===== config.mk =====
export PLATFORM = sky130hd
export DESIGN_NAME = fifo_rr_router
export DESIGN_NICKNAME = d
export VERILOG_FILES = /design/src/rtl/fifo_rr_router_pkg.sv /design/src/rtl/fifo_rr_router_arb.sv /design/src/rtl/fifo_rr_router.sv
export SDC_FILE = /design/constraint.sdc
export NUM_CORES = 1
export LEC_CHECK = 0
export BUFFER_PORTS_ARGS = -buffer_cell sky130_fd_sc_hd__buf_4
export CORE_UTILIZATION = 35
export DETAILED_ROUTE_END_ITERATION = 10
export GPL_TIMING_DRIVEN = 0
export HOLD_SLACK_MARGIN = 0.02
export PLACE_DENSITY_LB_ADDON = 0.25
export SLEW_MARGIN = 20
export SYNTH_ARGS = -nofsm -noshare
export SYNTH_HDL_FRONTEND = slang
export SYNTH_SLANG_ARGS = --single-unit

===== constraint.sdc =====
create_clock -name clk -period 6.33 [get_ports clk]
set_clock_uncertainty 0.2 [all_clocks]
set_input_delay 0.633 -clock clk [delete_from_list [all_inputs] [get_ports clk]]
set_output_delay 0.633 -clock clk [all_outputs]
set_load 0.005 [all_outputs]

===== src/rtl/fifo_rr_router_pkg.sv =====
// Shared definitions for the round-robin FIFO router: state encodings,
// default sizes, destination field position and a one-hot encoder helper.
package fifo_rr_router_pkg;

  localparam int DEF_WORD_SIZE = 10;
  localparam int DEF_CNT_SIZE  = 8;

  // Destination class lives in the two MSBs of a word of DEF_WORD_SIZE bits.
  localparam int DEST_MSB = DEF_WORD_SIZE - 1;
  localparam int DEST_LSB = DEF_WORD_SIZE - 2;

  localparam logic [2:0] ST_IDLE   = 3'd0;
  localparam logic [2:0] ST_ACTIVE = 3'd1;
  localparam logic [2:0] ST_PAUSE  = 3'd2;
  localparam logic [2:0] ST_ERROR  = 3'd3;

  // Index of the set bit of a one-hot (or zero) 4-bit vector.
  function automatic logic [1:0] onehot_to_idx(input logic [3:0] oh);
    return {oh[3] | oh[2], oh[3] | oh[1]};
  endfunction

endpackage


===== src/rtl/fifo_rr_router_arb.sv =====
// Four-way round-robin arbiter: grants the first requester at or after ptr,
// wrapping 3->0. Purely combinational.
module rr_arbiter4 (
  input  logic [3:0] req,
  input  logic [1:0] ptr,
  output logic [3:0] grant
);

  logic [1:0] idx;

  // Scan from farthest to nearest so the requester closest to ptr wins.
  always_comb begin
    grant = '0;
    idx   = '0;
    for (int i = 3; i >= 0; i--) begin
      idx = ptr + 2'(i);
      if (req[idx]) grant = 4'b0001 << idx;
    end
  end

endmodule


===== src/rtl/fifo_rr_router.sv =====
// Round-robin router: pops words from four input FIFOs, routes each by its
// destination class into one of four output FIFOs two cycles later, applies
// back-pressure from almost-full flags and tracks per-destination counts.
//
// Handshake: pop[i] is a one-cycle read strobe to input FIFO i whose data is
// presented on in_data one cycle later; push[j] is a one-cycle write strobe to
// output FIFO j qualified with out_data in the same cycle. Neither side stalls
// a strobe once issued.
module fifo_rr_router
  import fifo_rr_router_pkg::*;
#(
  parameter int WORD_SIZE = DEF_WORD_SIZE,
  parameter int NUM_PORTS = 4,
  parameter int CNT_SIZE  = DEF_CNT_SIZE
) (
  input  logic                            clk,
  input  logic                            reset,
  input  logic [NUM_PORTS-1:0]            in_empty,
  input  logic [NUM_PORTS-1:0]            in_error,
  input  logic [NUM_PORTS*WORD_SIZE-1:0]  in_data,
  input  logic [NUM_PORTS-1:0]            out_almost_full,
  input  logic [NUM_PORTS-1:0]            out_full,
  output logic [NUM_PORTS-1:0]            pop,
  output logic [NUM_PORTS-1:0]            push,
  output logic [WORD_SIZE-1:0]            out_data,
  output logic [2:0]                      state,
  output logic                            error,
  output logic [NUM_PORTS*CNT_SIZE-1:0]   word_count
);

  // Keeps the destination field at the top two bits for any word width.
  localparam int DEST_SHIFT = WORD_SIZE - DEF_WORD_SIZE;

  logic [2:0]           state_next;
  logic [1:0]           rr_ptr;
  logic [3:0]           mask;
  logic [3:0]           req;
  logic [3:0]           grant;
  logic [1:0]           grant_idx;
  logic                 pop_en;
  logic                 s1_valid;
  logic [1:0]           s1_sel;
  logic                 s2_valid;
  logic [WORD_SIZE-1:0] s2_word;
  logic [WORD_SIZE-1:0] rd_word;
  logic [1:0]           s2_dest;
  logic                 err_cond;
  logic [CNT_SIZE-1:0]  cnt [4];

  rr_arbiter4 u_arb (
    .req   (req),
    .ptr   (rr_ptr),
    .grant (grant)
  );

  // Pop request: only when active and no output is near full; the mask hides
  // an input popped last cycle whose empty flag has not caught up yet.
  always_comb begin
    pop_en    = (state == ST_ACTIVE) && !(|out_almost_full);
    req       = pop_en ? (~in_empty & ~mask) : 4'b0000;
    grant_idx = onehot_to_idx(grant);
    pop       = grant;
  end

  // Output side: word read last cycle is in s2 and is pushed to its class.
  always_comb begin
    rd_word  = in_data[int'(s1_sel) * WORD_SIZE +: WORD_SIZE];
    s2_dest  = s2_word[DEST_MSB + DEST_SHIFT : DEST_LSB + DEST_SHIFT];
    push     = s2_valid ? (4'b0001 << s2_dest) : 4'b0000;
    out_data = s2_word;
    err_cond = (|in_error) || (|(push & out_full));
    error    = (state == ST_ERROR);
  end

  // Next-state selection in priority order; ERROR only exits via reset.
  always_comb begin
    state_next = ST_ACTIVE;
    if (state == ST_ERROR || err_cond) state_next = ST_ERROR;
    else if (|out_almost_full)         state_next = ST_PAUSE;
    else if (&in_empty)                state_next = ST_IDLE;
  end

  // FSM state register.
  always_ff @(posedge clk or posedge reset) begin
    if (reset) state <= ST_IDLE;
    else       state <= state_next;
  end

  // Arbitration bookkeeping and the two-stage pop-to-push pipeline.
  always_ff @(posedge clk or posedge reset) begin
    if (reset) begin
      rr_ptr   <= '0;
      mask     <= '0;
      s1_valid <= 1'b0;
      s1_sel   <= '0;
      s2_valid <= 1'b0;
      s2_word  <= '0;
    end else begin
      if (|grant) rr_ptr <= grant_idx + 2'd1;
      mask     <= grant;
      s1_valid <= |grant;
      s1_sel   <= grant_idx;
      s2_valid <= s1_valid;
      if (s1_valid) s2_word <= rd_word;
    end
  end

  // Per-destination push counters, wrapping naturally.
  always_ff @(posedge clk or posedge reset) begin
    if (reset) begin
      for (int j = 0; j < 4; j++) cnt[j] <= '0;
    end else begin
      for (int j = 0; j < 4; j++)
        if (push[j]) cnt[j] <= cnt[j] + 1'b1;
    end
  end

  // Flatten counters onto the output bus.
  always_comb begin
    word_count = '0;
    for (int j = 0; j < 4; j++) word_count[j*CNT_SIZE +: CNT_SIZE] = cnt[j];
  end

endmodule


# Yosys cells after proc, flatten, opt, wreduce, memory -nomap -nowiden
# Index checks and enable logic that the tools add are counted.
# totals
register_bits	55
output_inout_bits	54
# classes
addsub	8
multipliers	1
n_lt_le_gt_ge	4
eq_ne	2
shifts	6
mux	17
bitwise	6
reduce_logical	9
# op_table
operator	n
variable part select 40 x 7 -> 10 bit	1
adder 8 x 1 -> 8 bit (second input constant)	4
two-way mux 4 bit	6
left shift 1 x 2 -> 4 bit (first input constant)	5
OR reduction 4 bit	4
less-than comparator 2 x 3 -> 1 bit (second input constant)	4
AND 4 bit	2
binary-select mux 1 bit (select 2 bit)	4
inverter 4 bit	2
multiplier 2 x 3 -> 5 bit (second input constant)	1
two-way mux 1 bit	5
adder 2 x 1 -> 2 bit (second input constant)	2
adder 2 bit (second input constant)	2
two-way mux 2 bit	2
AND reduction 4 bit	1
== test 3 x 1 -> 1 bit (second input constant)	1
== test 3 x 2 -> 1 bit (second input constant)	1
logical OR 1 bit	2
OR 1 bit	2
logical AND 1 bit	1
zero test 1 bit	1

# Logic depth before layout (Yosys ltp)
# logic_depth
ltp_word	12
ltp_mapped	8
ltp_nobuf	8

# Cells and area by module
# From an unflattened synthesis, not the netlist that was laid out.
# hier_totals
hier_cells	240
hier_area_um2	2956.6
# modules_own_cells
module	n_inst	cells_each	area_per_inst_um2
fifo_rr_router	1	193	2543.7
rr_arbiter4	1	47	412.9

# Least setup slack after synthesis
# No wires, ideal clock.
# synth_timing
kind	flip-flop to output port
startpoint	reg rr_ptr[0]
endpoint	out pop[1]
arrival_ns	2.190
required_ns	5.497
slack_ns	3.307
stages_incl_launch_ff	7
cell_sequence	dfrtp_1 -> inv_1 -> ha_1 -> mux4_2 -> nor2b_4 -> a221o_1 -> a32o_2
# synth_between
elab_chain_cells	7
# synth_lines
item	line	source
start, declared	fifo_rr_router.sv:35	logic [1:0] rr_ptr;
start signal, assigned	fifo_rr_router.sv:99	if (|grant) rr_ptr <= grant_idx + 2'd1;
adder 2 bit	fifo_rr_router_arb.sv:16	idx = ptr + 2'(i);
binary-select mux 1 bit (select 2 bit)	fifo_rr_router_arb.sv:17	if (req[idx]) grant = 4'b0001 << idx;
two-way mux 1 bit (implied by the code)	fifo_rr_router_arb.sv:17	
two-way mux 4 bit (3 in a row)	fifo_rr_router_arb.sv:17	
two-way mux 4 bit (*)	fifo_rr_router_arb.sv:17	
end, declared	fifo_rr_router.sv:23	output logic [NUM_PORTS-1:0] pop,
# Every way passes the cells marked *; elsewhere a longest branch is shown, timed or not. The select of a mux whose other input is x is not followed.

# Final worst setup path
# Ends and elaborated chain as after synthesis.

==> impl_metrics.ini <==
[cts]
cts_root_buf = clkbuf_8
clk_pin_slew_worst_paths_ns = 0.10
cts_buffers = 5
clk_latency_ns = 0.31
clock_sinks = 54
cts_setup_buffers = 0
cts_resized = 0
clockBufferDepth = 2
cts_max_level = 2
cts_hold_repair.buffers = 0
cts_tree = yes

[sta]
finalMaxSlewViolations = 0
setup-violations-final = 0
max-slew-margin-rel = 0.448
post-route-min-period_ns = 3.73
finalCritPeriodShare = 0.589
hold_ws_ns = 0.187
rsz0062_at_grt = false
finalSetupTns_ns = 0
fmax_ghz = 0.268
worst_pin_slew_ns = 0.827
finalHoldViolCount = 0

[floorplanning]
start_util = 0.360
io_pins = 112
rows = 32
dieArea_sq_um = 8270
die_w_um = 90.9
core_area_sq_um = 7690
die_y_um = 90.9

[worst_setup_path]
cp.arrival_ns = 2.90
crit_required_ns = 5.50
crit_path_max_incr_delay_ns = 0.58
cp-end-kind = output port
cp_cell_sequence = inv_1 > ha_1 > mux4_2 > nor2b_4 > a221o_1 > a32o_2 > buf_4
crit_fanout = 10
critical_path.top_delay_family = compound AO/OA/AOI/OAI gates
path_depth = 7
critPathKind = flip-flop to output port
cp_num_buf_inv = 2
cp-start-kind = flip-flop
cp_slowest_cell = dfrtp_1
reg2reg_depth = 7

[logic_synthesis]
yosys.area.top_type = dfrtp_1
ys_ff_latch = 54
synth_mux_area_frac = 0.164
synthCells = 215
synth_area_sq_um = 2770
synthXorXnorAreaFrac = 0.0886
synth-simple-area-share = 0.128
synth_top_area_frac = 0.488
ys_warn_count = 0
synth-compound-area-share = 0.0606
synth_cell_types = 43
yosys-top-cells-area = dfrtp_1 (49%), mux4_2 (9.8%), mux2_2 (5.7%), ha_1 (5.4%), xnor2_1 (5.1%)
synthAdderAreaFrac = 0.0542
ys_seq_area_frac = 0.488
syn_nets = 285
syn_avg_cell_area_sq_um = 12.9
synth_top_family_by_area = multiplexers

[detailed_routing]
ant_nets = 0
routedWlPerCell_um = 13.5
drt_wl_total_mm = 5.86
via_count = 2107
drtPass1Iterations = 4
drt_iter0_markers = 76
via_per_inst = 4.84
drc = 0

[hold_path]
hold_class = flip-flop to flip-flop
holdPathStages = 0

[global_routing]
grt_pass1_wl_mm = 10.1
antenna_found_initial = 0
grt_max_degree = 55
overflow = 0
grt_pass1_vias = 2141
grt.total_usage = 0.152

[placed_design]
dp_hpwl_mm = 4.49
place_congestion = 0.784
io_buffers = 110
place_inst = 427

[final_layout]
fin_nets = 402
seqCellArea_sq_um = 1350
diodes = 0
stdcell_count = 435
drive_above_1_share = 0.468
fillCellCount = 702
multi_input_area_sq_um = 1380
area_growth_syn_to_layout_pct = 37.8

[pwr]
p_leak_uw = 0.00197
powerDensity_nw_per_um2 = 154
ir_worst_vdd_uv = 81.4

[flow_run]
max-cap-violations = 0

[run_status]
status = complete, no violations
-- synthesized netlist by cell type (all sizes together) --
cell type / count
a211oi: 2
a21boi: 1
a21oi: 3
a221o: 3
a221oi: 2
a22o: 1
a32o: 3
and2: 1
and2b: 1
and3: 4
and4: 2
buf: 3
clkbuf: 2
conb: 1
dfrtp: 54
ha: 12
inv: 5
mux2: 14
mux4: 13
nand2: 17
nand2b: 1
nand3: 9
nand3b: 2
nand4: 4
nor2: 15
nor2b: 1
nor3: 2
nor3b: 1
nor4: 2
o31a: 1
o41ai: 1
or2: 1
or2b: 3
xnor2: 16
xor2: 12
-- path summary, 6_finish.rpt --
check,start,endpoint,slack (ns)
worst min-delay path,s1_valid,s2_valid,0.19
max in group asynchronous,reset,mask[1],5.27
worst min register to register,s1_valid,s2_valid,0.19
worst max-delay path,rr_ptr[0],pop[1],2.60
worst max register to register,rr_ptr[0],rr_ptr[1],3.28
min in group asynchronous,reset,word_count[29],0.22
-- metal layers --
metal	GRT usage	part of all wire	vias up
met5	0	0	-
met1	0.203	0.44	1013
li1	-	-	1008
met4	0.0317	0.0084	0
met3	0.0444	0.082	6
met2	0.246	0.47	80
-- cells in the final DEF (no fill, tap or decap), drive strengths merged, types with 2 or more instances in the layout --
| cell | count |
|---|---|
| and4 | 2 |
| nor2 | 15 |
| dfrtp | 54 |
| a21oi | 3 |
| or2b | 3 |
| inv | 5 |
| nand4 | 4 |
| a221oi | 2 |
| xnor2 | 16 |
| a211oi | 2 |
| a32o | 3 |
| nor4 | 2 |
| nor3 | 2 |
| nand3 | 9 |
| mux2 | 14 |
| xor2 | 12 |
| nand3b | 2 |
| buf | 113 |
| and3 | 4 |
| a221o | 3 |
| clkbuf | 7 |
| clkinv | 2 |
| mux4 | 13 |
| nand2 | 17 |
| ha | 12 |
-- layout make-up --
type	instances	area share
Tap cell	102	0.0335
Timing Repair Buffer	110	0.216
Inverter	5	0.00558
Multi-Input combinational cell	151	0.361
Clock inverter	3	0.00558
Sequential cell	54	0.354
Clock buffer	5	0.0180
Buffer	5	0.00590
-- worst reg2reg max path: cells and delay by family, from the launching register on --
family / cells / cell delay [ns]
fa+ha+maj: 1 / 0.37
compound gates: 3 / 0.91
flops: 1 / 0.58
simple gates: 1 / 0.15
buf+inv: 1 / 0.22
mux: 1 / 0.51
-- cells by family after synthesis --
| group | count (synthesis) |
|---|---|
| AOI/OAI and AO/OA | 17 |
| xor gates and xnor gates | 28 |
| adders and majority gates | 12 |
| buffers and inverters | 10 |
| DFF | 54 |
| muxes | 27 |
| other | 1 |
| and+or+nand+nor | 66 |
-- sequential cells by signal (all words and copies together) (netlist names) --
| name | flops |
|---|---|
| s2_valid | 1 |
| word_count | 32 |
| rr_ptr | 2 |
| s1_valid | 1 |
| mask | 4 |
| out_data | 10 |
| s1_sel | 2 |
| state | 2 |
-- stage by stage --
stage          cell area (sq um)  setup slack, ns  utilization  total power, uW
2_1_floorplan               2770             3.31            -              370
4_1_cts                     3810             2.59        0.496              597
3_5_place_dp                3720             2.95        0.485              401
6_report                    3810             2.60        0.496              587
5_1_grt                     3810             2.45        0.496              617
3_3_place_gp                3720             2.98        0.484              400
-- report_power, final --
group / internal, uW / leakage (uW) / switching, uW
registers: 345 / 0.000734 / 0.0328
clock network: 78.0 / 0.0000441 / 115
logic: 31.5 / 0.00120 / 17.2
Note: power is estimated with default switching activity, not from simulation.
